$ cat src/rtl/lsu_pkg.sv
// Shared types and constants for the RV32I load/store memory stage.
package lsu_pkg;

  // funct3 encodings for loads and stores
  localparam logic [2:0] F3_LB  = 3'b000;
  localparam logic [2:0] F3_LH  = 3'b001;
  localparam logic [2:0] F3_LW  = 3'b010;
  localparam logic [2:0] F3_LBU = 3'b100;
  localparam logic [2:0] F3_LHU = 3'b101;

  typedef enum logic [1:0] {
    IDLE   = 2'd0,
    REQ    = 2'd1,
    WAIT_R = 2'd2,
    RESP   = 2'd3
  } lsu_state_e;

  // One data-memory request as presented on the mem_* port
  typedef struct packed {
    logic [31:0] addr;
    logic        we;
    logic [3:0]  be;
    logic [31:0] wdata;
  } mem_req_t;

endpackage

$ cat src/rtl/load_align.sv
// Combinational load alignment: shifts the addressed byte/half to bit 0
// and sign- or zero-extends according to funct3.
module load_align
  import lsu_pkg::*;
(
  input  logic [31:0] rdata,
  input  logic [1:0]  addr_lo,
  input  logic [2:0]  funct3,
  output logic [31:0] result
);

  logic [31:0] shifted;

  assign shifted = rdata >> {addr_lo, 3'b000};

  // Select the extension; unsupported codes never reach here as a valid load
  always_comb begin
    result = shifted;
    case (funct3)
      F3_LB:   result = {{24{shifted[7]}}, shifted[7:0]};
      F3_LBU:  result = {24'h000000, shifted[7:0]};
      F3_LH:   result = {{16{shifted[15]}}, shifted[15:0]};
      F3_LHU:  result = {16'h0000, shifted[15:0]};
      F3_LW:   result = shifted;
      default: result = 32'h0000_0000;
    endcase
  end

endmodule

$ cat src/rtl/lsu_mem_stage.sv
// Memory-stage load/store unit: one transaction at a time over a
// req/gnt/rvalid port, stalling the pipeline while busy.
module lsu_mem_stage
  import lsu_pkg::*;
#(
  parameter int W = 32
) (
  input  logic         clk,
  input  logic         rst,
  input  logic         in_valid,
  output logic         in_ready,
  input  logic [W-1:0] in_addr,
  input  logic [W-1:0] in_wdata,
  input  logic         in_we,
  input  logic [2:0]   in_funct3,
  output logic         stall,
  output logic         mem_req,
  input  logic         mem_gnt,
  output logic [W-1:0] mem_addr,
  output logic         mem_we,
  output logic [3:0]   mem_be,
  output logic [W-1:0] mem_wdata,
  input  logic         mem_rvalid,
  input  logic [W-1:0] mem_rdata,
  output logic         out_valid,
  output logic [W-1:0] out_rdata,
  output logic         out_fault
);

  lsu_state_e  state;
  mem_req_t    req_q;
  logic [1:0]  addr_lo_q;
  logic [2:0]  funct3_q;
  logic [31:0] load_result;

  // Misaligned half/word, reserved funct3, or unsigned-store encodings
  function automatic logic is_fault(input logic [1:0] addr_lo,
                                    input logic       we,
                                    input logic [2:0] f3);
    logic f;
    case (f3)
      F3_LB:   f = 1'b0;
      F3_LBU:  f = we;
      F3_LH:   f = addr_lo[0];
      F3_LHU:  f = we | addr_lo[0];
      F3_LW:   f = (addr_lo != 2'b00);
      default: f = 1'b1;
    endcase
    return f;
  endfunction

  // Word-aligned address, byte enables and lane-replicated store data
  function automatic mem_req_t build_req(input logic [31:0] addr,
                                         input logic [31:0] wdata,
                                         input logic        we,
                                         input logic [2:0]  f3);
    mem_req_t r;
    r.addr  = {addr[31:2], 2'b00};
    r.we    = we;
    r.be    = 4'b1111;
    r.wdata = 32'h0000_0000;
    if (we) begin
      case (f3)
        F3_LB: begin
          r.be    = 4'b0001 << addr[1:0];
          r.wdata = {4{wdata[7:0]}};
        end
        F3_LH: begin
          r.be    = addr[1] ? 4'b1100 : 4'b0011;
          r.wdata = {2{wdata[15:0]}};
        end
        default: begin
          r.be    = 4'b1111;
          r.wdata = wdata;
        end
      endcase
    end
    return r;
  endfunction

  load_align u_load_align (
    .rdata   (mem_rdata),
    .addr_lo (addr_lo_q),
    .funct3  (funct3_q),
    .result  (load_result)
  );

  assign mem_addr  = req_q.addr;
  assign mem_we    = req_q.we;
  assign mem_be    = req_q.be;
  assign mem_wdata = req_q.wdata;

  // Transaction FSM with all handshake and result outputs registered
  always_ff @(posedge clk) begin
    if (rst) begin
      state     <= IDLE;
      req_q     <= '0;
      addr_lo_q <= 2'b00;
      funct3_q  <= 3'b000;
      in_ready  <= 1'b1;
      stall     <= 1'b0;
      mem_req   <= 1'b0;
      out_valid <= 1'b0;
      out_rdata <= '0;
      out_fault <= 1'b0;
    end else begin
      case (state)
        IDLE: begin
          out_valid <= 1'b0;
          if (in_valid) begin
            addr_lo_q <= in_addr[1:0];
            funct3_q  <= in_funct3;
            in_ready  <= 1'b0;
            stall     <= 1'b1;
            if (is_fault(in_addr[1:0], in_we, in_funct3)) begin
              state     <= RESP;
              out_valid <= 1'b1;
              out_fault <= 1'b1;
              out_rdata <= '0;
            end else begin
              state   <= REQ;
              req_q   <= build_req(in_addr, in_wdata, in_we, in_funct3);
              mem_req <= 1'b1;
            end
          end
        end
        REQ: begin
          if (mem_gnt) begin
            mem_req <= 1'b0;
            if (req_q.we) begin
              state     <= RESP;
              out_valid <= 1'b1;
              out_fault <= 1'b0;
              out_rdata <= '0;
            end else begin
              state <= WAIT_R;
            end
          end
        end
        WAIT_R: begin
          if (mem_rvalid) begin
            state     <= RESP;
            out_valid <= 1'b1;
            out_fault <= 1'b0;
            out_rdata <= load_result;
          end
        end
        RESP: begin
          state     <= IDLE;
          out_valid <= 1'b0;
          in_ready  <= 1'b1;
          stall     <= 1'b0;
        end
        default: begin
          state     <= IDLE;
          out_valid <= 1'b0;
          in_ready  <= 1'b1;
          stall     <= 1'b0;
          mem_req   <= 1'b0;
        end
      endcase
    end
  end

endmodule
$ cat config.mk
export PLATFORM = sky130hd
export DESIGN_NAME = lsu_mem_stage
export DESIGN_NICKNAME = d
export VERILOG_FILES = /design/src/rtl/lsu_pkg.sv /design/src/rtl/load_align.sv /design/src/rtl/lsu_mem_stage.sv
export SDC_FILE = /design/constraint.sdc
export NUM_CORES = 1
export LEC_CHECK = 0
export BUFFER_PORTS_ARGS = -buffer_cell sky130_fd_sc_hd__buf_2
export CAP_MARGIN = 30
export CELL_PAD_IN_SITES_DETAIL_PLACEMENT = 0
export CELL_PAD_IN_SITES_GLOBAL_PLACEMENT = 1
export CORE_UTILIZATION = 38
export DETAILED_ROUTE_END_ITERATION = 16
export GPL_ROUTABILITY_DRIVEN = 0
export PLACE_DENSITY = 0.86
export SYNTH_ARGS = -nofsm -noshare
export SYNTH_HDL_FRONTEND = slang
export SYNTH_HIERARCHICAL = 1
export SYNTH_SLANG_ARGS = --single-unit
$ cat constraint.sdc
create_clock -name clk -period 3.7 [get_ports clk]
set_input_delay 0.185 -clock clk [delete_from_list [all_inputs] [get_ports clk]]
set_output_delay 0.185 -clock clk [all_outputs]
set_load 0.01 [all_outputs]
# --- After elaboration in Yosys (flattened, before gate mapping) ---
# Index checks and enable logic that the tools add are counted.
classes:
  n_addsub: 0
  mul: 0
  div: 0
  magnitude_cmp: 0
  n_eq_ne: 17
  shifts: 2
  mux: 40
  n_bitwise: 2
  reduce_logical: 14
op_table:
  columns: ["cell", "n"]
  rows:
  - ["$mux 32", 5]
  - ["$pmux 32 s5", 1]
  - ["$pmux 32 s3", 1]
  - ["$pmux 36 s2", 1]
  - ["$mux 36", 1]
  - ["$shr 32x5->32", 1]
  - ["$mux 1", 19]
  - ["$eq 3x3->1 const B", 4]
  - ["$ne 2x2->1 const B", 6]
  - ["$reduce_and 3->1", 3]
  - ["$mux 2", 4]
  - ["$pmux 2 s4", 1]
  - ["$eq 3x1->1 const B", 2]
  - ["$eq 3x2->1 const B", 2]
  - ["$logic_not 3->1", 2]
  - ["$pmux 1 s2", 3]
  - ["$reduce_and 6->1", 1]
  - ["$reduce_bool 2->1", 3]
  - ["$pmux 1 s5", 1]
  - ["$eq 2x2->1 const B", 2]
  - ["$mux 4", 1]
  - ["$pmux 1 s4", 1]
  - ["$reduce_and 2->1", 2]
  - ["$reduce_and 4->1", 1]
  - ["7 further kinds", 7]
word_totals:
  register_bits: 111
  latchBits: 0
  ramBits: 0
  mem_bits_ro: 0
  input_bits: 105
  mem_count: 0

# --- Depth between registers and ports, before layout ---
# Gate-level depths: netlist of the first run.
logic_depth:
  word_depth: 8
  mapped_depth: 8
  mapped_depth_nobuf: 6

# --- Cells and area by module ---
# The synthesis of the first run kept the hierarchy.
by_module_without_submodules:
  columns: ["module", "n_inst", "cells_each", "area_each_um2"]
  rows:
  - ["lsu_mem_stage", 1, 506, 4469.3]
  - ["load_align", 1, 115, 917.1]

# --- Worst setup path before layout of the first run ---
# OpenSTA, ideal clock, no wires.
synth_path:
  path_type: "reg2reg"
  start: "register state[0]"
  end: "register out_rdata[18]"
  t_arrival_ns: 1.881
  required_ns: 3.630
  setup_slack_ns: 1.748
  path_stages_with_launch: 9
  path_buffers: 2
  path_cell_list: "dfxtp_1 -> inv_1 -> ha_1 -> clkbuf_1 -> nor2b_1 -> nor3_1 -> clkbuf_1 -> nand4_1 -> a21oi_1"
synth_between:
  elab_chain_cells: 3
  elab_cells_between_ends: 11
  cone_classes: "7 x eq/ne; 1 x mux; 3 x reduce/logical"
synth_rtl:
  columns: ["item", "line_no", "rtl"]
  rows:
  - ["start: declaration", "lsu_mem_stage.sv:30", "lsu_state_e state;"]
  - ["start signal: assignment", "lsu_mem_stage.sv:96", "state <= IDLE;"]
  - ["start signal: assignment", "lsu_mem_stage.sv:116", "state <= RESP;"]
  - ["start signal: assignment", "lsu_mem_stage.sv:121", "state <= REQ;"]
  - ["$eq 2x1->1 (tied with other cells)", "lsu_mem_stage.sv:107", "case (state)"]
  - ["$ne 2x2->1 (no line) / $reduce_bool 3->1 (equally long branches)", null, null]
  - ["$reduce_and 6->1 (no line)", null, null]
  - ["end signal: assignment", "lsu_mem_stage.sv:145", "out_rdata <= load_result;"]
  - ["end: declaration", "lsu_mem_stage.sv:26", "output logic [W-1:0] out_rdata,"]
# Parallel ways exist; a longest one is shown, timed or not.
# A chain may end at the register's enable or synchronous reset.

# --- Worst setup path in the final report of the first run ---
layout_path:
  start: "register addr_lo_q[0]"
  end: "register out_rdata[18]"
layout_between:
  elab_chain_cells: 4
layout_rtl:
  columns: ["item", "line_no", "rtl"]
  rows:
  - ["start: declaration", "lsu_mem_stage.sv:32", "logic [1:0] addr_lo_q;"]
  - ["start signal: assignment", "lsu_mem_stage.sv:111", "addr_lo_q <= in_addr[1:0];"]
  - ["$shr 32x5->32", "load_align.sv:14", "assign shifted = rdata >> {addr_lo, 3'b000};"]
  - ["$pmux 32 s5", "load_align.sv:19", "case (funct3)"]
  - ["named net load_result[18]", "lsu_mem_stage.sv:34", "logic [31:0] load_result;"]
  - ["$mux 32", "lsu_mem_stage.sv:141", "if (mem_rvalid) begin"]
  - ["$pmux 32 s3", "lsu_mem_stage.sv:107", null]
# The timed path passes the listed nets, and every way through them passes these cells. The select of a mux whose other input is x is not followed.

==> impl_metrics.toml, run 1 <==
[yosys]
synth.most_common_cell = "dfxtp_1"
synth_edf_count = 0
synth_top_area_share = 0.4125
ys_warn_count = 6
ys_types = 58
avgSynthCellArea_um2 = 8.674
synthArstFlopShare = 0
ys.flop_type = "dfxtp_1"
syn_area_um2 = 5386
ys_seq_area_frac = 0.4125
synthCells = 621
synthTopCellsByCount = "dfxtp_1 (111), nand2_1 (95), a21oi_1 (73)"
synth_top_area_cell = "dfxtp_1"
netlist_top_cells_area = "dfxtp_1 (41%), a21oi_1 (6.8%), nand2_1 (6.6%)"
synth_seq_cells = 111

[pwr]
pwr-share-clk = 0.296
power_frac_comb = 0.345
p_switching_uw = 1413
power_density_nw_per_um2 = 567.2
power.internal_uw = 2466
swShare = 0.3643
pwr-share-seq = 0.359
ir_worst_vdd_mv = 0.3126
leakagePower_uw = 0.002894

[worst_setup_path]
r2r_start = "addr_lo_q[0]"
end_kind = "register"
worstSetupPathType = "register to register"
r2r_end = "out_rdata[18]"
r2r_cells = 5
start_kind = "register"
cp.arrival_ns = 2.55
reg2reg_slack_ns = 1.37
cp_max_fo = 24
cp.required_ns = 3.92

[min_path]
hold_class = "input port to register"
hp-start = "in_addr[20]"
min_path_cells = 3
hold_end = "mem_addr[20]"

[floorplanning]
start_util = 0.3896
dieHeight_um = 121.1
dieWidth_um = 121.1
num_rows = 43
io_pins = 211
core_um2 = 13830
die-area_um2 = 14650

[sta]
fin_crit_sh = 0.6310
finalHoldViolCount = 0
skew_ns = 0.007914
finalSetupViolations = 0
worst_pin_slew_ns = 0.9372
final.setup.tns_ns = 0
fmax_mhz = 428.3
fin_crit_ns = 2.335
rsz0062_at_grt = "no"
relSlewSlack = 0.3752
holdWs_ns = 0.06216
report.final.slew_viol_count = 0

[clock_tree]
cts-root-buf = "clkbuf_16"
clock_sinks = 111
cts_buffers = 9
ctsHoldBuffers = 0
clockBufferDepth = 2
post_cts_buffers = 0
clock_latency_ns = 0.35
clk_pin_slew_ns = 0.08
htree_levels = 3
cts_tree = "done"
cts_resized = 0

[detailed_routing]
drc = 0
route.vias.total = 5348
drt_iter0_drc = 257
via_per_inst = 5.468
wl_per_cell_um = 16.13
dr_wl_met3_mm = 1.217
wl_met2_mm = 7.414
ant_nets = 0
wl_met1_mm = 6.873
drt_first_pass_iters = 5
wirelength_mm = 15.78
top_layer_used = "met4"

[cells_and_area]
area_delta_synth_final_pct = 26.95
diodes = 0
nNetsFinal = 902
drive_gt1_frac = 0.3346
fillers = 1320

[placement]
io_buffers = 208
dp_hpwl_mm = 11.41

[run_status]
status = "finished, final reports clean"

[global_routing]
grt_first_pass_wirelength_mm = 24.84
grt_pass1_vias = 4980
grt-ovfl-total = 0
grt_use_total = 0.2139
antenna_found_initial = 0
grt_max_degree = 46

[flow_run]
cap_violations = 0
-- worst max path at each step --
stage                     cells past startpoint    startpoint       endpoint
after floorplan                               8      state[0]  out_rdata[18]
after global placement                        5  in_funct3[0]  out_rdata[22]
after detailed placement                      6      state[0]      mem_be[1]
after CTS                                     6      state[0]      mem_be[1]
after global routing                          5  addr_lo_q[0]   out_rdata[8]
final                                         5  addr_lo_q[0]  out_rdata[18]
-- power by group through the flow --
stage / clock [µW] / sequential, µW / combinational, µW
floorplan: 0 / 1450 / 894
global placement: 0 / 1410 / 1270
detailed placement: 0 / 1420 / 1330
CTS: 1170 / 1390 / 1330
global route: 1220 / 1410 / 1470
finish: 1150 / 1390 / 1340
-- critical path, cell delays in order (launching register included) --
cell and delay (ns):
dfxtp_1 0.68, mux2_2 0.46, a32oi_4 0.61, o211ai_1 0.23, nand4_1 0.15, a21oi_1 0.07
-- stage by stage --
stage / std cells / worst slack [ns] / total power [µW] / util / instance area, µm²
3_5_place_dp: 961 / 1.227 / 2750 / 0.4680 / 6471
5_1_grt: 978 / 1.229 / 4107 / 0.4945 / 6838
3_3_place_gp: 959 / 1.143 / 2687 / 0.4658 / 6441
2_1_floorplan: 622 / 1.748 / 2341 / - / 5390
6_report: 978 / 1.365 / 3878 / 0.4945 / 6838
4_1_cts: 977 / 1.214 / 3895 / 0.4936 / 6825
-- routing by layer --
| layer | global-route usage | vias to the layer above |
|---|---|---|
| met5 | 0 | - |
| met4 | 0.08025 | 0 |
| met3 | 0.05357 | 16 |
| met2 | 0.3429 | 227 |
| met1 | 0.2757 | 2497 |
| li1 | - | 2608 |
-- cells in the final DEF, fill, tap and decap left out, drive strengths merged, types with 2 or more instances in the layout --
cell,instances
and2,2
nand3b,8
o21ai,56
nor2b,4
nor2,19
o211ai,16
dfxtp,111
o2bb2ai,24
mux2,16
nand2b,5
conb,2
a22oi,6
nor4,2
nor4b,2
a22o,8
ha,4
nor3,4
a221oi,2
a21oi,75
a211oi,12
nand4,32
nand2,95
bufinv,3
clkbuf,10
mux2i,33
buf,219
inv,6
-- cell type report --
class / count / area [µm²] / area share
Multi-Input combinational cell: 446 / 2867 / 0.4192
Sequential cell: 111 / 2222 / 0.3250
Timing Repair Buffer: 220 / 1151 / 0.1683
Clock buffer: 10 / 239.0 / 0.03495
Tap cell: 180 / 225.2 / 0.03294
Clock inverter: 6 / 115.1 / 0.01683
Inverter: 5 / 18.77 / 0.002745
-- kinds of logic (layout without fill, tap and decap cells) --
family,count (synthesis),after routing,synth area share
AOI/OAI and AO/OA,212,212,0.2571
adders and majority gates,4,4,0.009292
buffers and inverters,65,241,0.06016
DFF,111,111,0.4125
muxes,49,49,0.09617
other,1,2,0.0006962
and+or+nand+nor,179,179,0.1640
-- sequential cells by signal (all words and copies together) (netlist names) --
register and cells:
addr_lo_q 2, funct3_q 3, in_ready 1, mem_addr 30, mem_be 4, mem_req 1, mem_wdata 32, mem_we 1
out_fault 1, out_rdata 32, out_valid 1, stall 1, state 2
Power figures use the tool's default switching activity.
==> run 2: changes to the inputs <==
--- a/config.mk
+++ b/config.mk
@@ -9,10 +9,10 @@
 export CAP_MARGIN = 30
 export CELL_PAD_IN_SITES_DETAIL_PLACEMENT = 0
 export CELL_PAD_IN_SITES_GLOBAL_PLACEMENT = 1
-export CORE_UTILIZATION = 38
+export CORE_UTILIZATION = 35
 export DETAILED_ROUTE_END_ITERATION = 16
 export GPL_ROUTABILITY_DRIVEN = 0
-export PLACE_DENSITY = 0.86
+export PLACE_DENSITY = 0.8
 export SYNTH_ARGS = -nofsm -noshare
 export SYNTH_HDL_FRONTEND = slang
 export SYNTH_HIERARCHICAL = 1
==> constraint.sdc (replaced) <==
create_clock -name clk -period 2.3 [get_ports clk]
set_input_delay 0.115 -clock clk [delete_from_list [all_inputs] [get_ports clk]]
set_output_delay 0.115 -clock clk [all_outputs]
set_load 0.01 [all_outputs]
==> run 2 against run 1 <==
Effect of this change: final cell count is 3.7% higher; largest power group unchanged; design area is 3.7% higher; non-clock buffer count is 32 higher.
==> impl_metrics.toml, run 2 (same netlist as run 1, synthesis figures left out) <==
[run_status]
status = "finished, final reports clean"

[cells_and_area]
nNetsFinal = 934
fillers = 1453
area_delta_synth_final_pct = 31.66
final_cell_mix = "buf_2 (208), dfxtp_1 (111), nand2_1 (95)"
design_area_um2 = 7092
multi_input_area_um2 = 2867
final_util = 0.4807
diodes = 0
drive_gt1_frac = 0.3301
regArea_um2 = 2222
final_common_cell = "buf_2"

[detailed_routing]
ant_nets = 0
drc = 0
wirelength_mm = 16.09
drt_first_pass_iters = 5
route.vias.total = 5357
via_per_inst = 5.283
drt_iter0_drc = 282
wl_per_cell_um = 15.87

[sta]
worst_pin_slew_ns = 0.9252
finalHoldViolCount = 0
relSlewSlack = 0.3826
finalSetupViolations = 0
timing.final.ws_setup_ns = 0.2113
report.final.slew_viol_count = 0
final.setup.tns_ns = 0
skew_ns = 0.008898
rsz0062_at_grt = "no"
fin_crit_sh = 0.9081
fin_crit_ns = 2.089
fmax_mhz = 478.8

[clock_tree]
cts_buffers = 9
clock_latency_ns = 0.35
cts-root-buf = "clkbuf_16"
clockBufferDepth = 2
htree_levels = 3
cts_tree = "done"
post_cts_buffers = 0
clk_pin_slew_ns = 0.07
clock_sinks = 111

[floorplanning]
start_util = 0.3651
num_rows = 44
io_pins = 211
dieWidth_um = 126.1
core_um2 = 14750
dieHeight_um = 126.1
die-area_um2 = 15890

[placement]
placed_cell_area_um2 = 6529
pre_cts_slack_ns = 0.1922
io_buffers = 208
dp_hpwl_mm = 11.70

[worst_setup_path]
cp.arrival_ns = 2.36
worstSetupPathType = "register to register"
start_kind = "register"
cp_max_fo = 23
cp.required_ns = 2.57
end_kind = "register"
crit_path_start = "state[0]"
r2r_start = "state[0]"

[min_path]
hold_class = "input port to register"
hp-start = "in_addr[5]"

[pwr]
ir_worst_vdd_mv = 0.6264
power_density_nw_per_um2 = 859.2
leakagePower_uw = 0.003000

[global_routing]
grt_use_total = 0.2013
grt_pass1_vias = 5091
antenna_found_initial = 0
grt_max_degree = 73
grt-ovfl-total = 0
grt_first_pass_wirelength_mm = 25.82

[flow_run]
cap_violations = 0
run 2: area by class of cell:
cell class                 count  share of cell area
clock inverter                 6             0.01182
tap                          184             0.03246
sequential                   111              0.3133
inverter                       5            0.002646
multi-input combinational    446              0.4042
clock buffer                  10             0.03229
timing repair buffer         252              0.2032
run 2: critical path: stages, from the launching register on:
cell and delay [ns]:
dfxtp_1 0.37, inv_1 0.10, ha_1 0.21, nand2_1 0.14, a21oi_4 0.04, nor2_2 0.70
buf_4 0.32, o2bb2ai_1 0.13
run 2: final timing paths:
kind                                 endpoint  slack (ns)  cells past startpoint
worst max-delay path            mem_wdata[29]        0.21                      7
worst min-delay path              mem_addr[5]        0.01                      3
worst max register to register  mem_wdata[29]        0.21                      7
worst min register to register   mem_addr[14]        0.46                      2
run 2: stage by stage:
step / total power [µW] / hold WS (ns) / std cells
floorplan: 3765 / 0.2311 / 622
global placement: 4404 / 0.3464 / 972
detailed placement: 4437 / 0.3629 / 973
CTS: 6142 / 0.0008402 / 1013
global route: 6471 / 0.002836 / 1014
finish: 6093 / 0.01368 / 1014
run 2: what timing repair did:
item / 4_1_cts / 5_1_grt
resized for setup: 0 / 0
hold buffers: 24 / 1
endpoints found under the hold margin: 24 / 1
run 2: where the power goes:
part / internal, µW / switching (µW)
Sequential: 2110 / 129
Clock: 954 / 702
Combinational: 792 / 1410
Total: 3860 / 2240
run 2: routing by layer:
layer,global-route usage,vias up,wire (µm)
met5,0,-,0
met4,0.09213,0,455
met3,0.04843,31,1136
met2,0.3230,216,7429
met1,0.2553,2440,7066
li1,-,2670,-
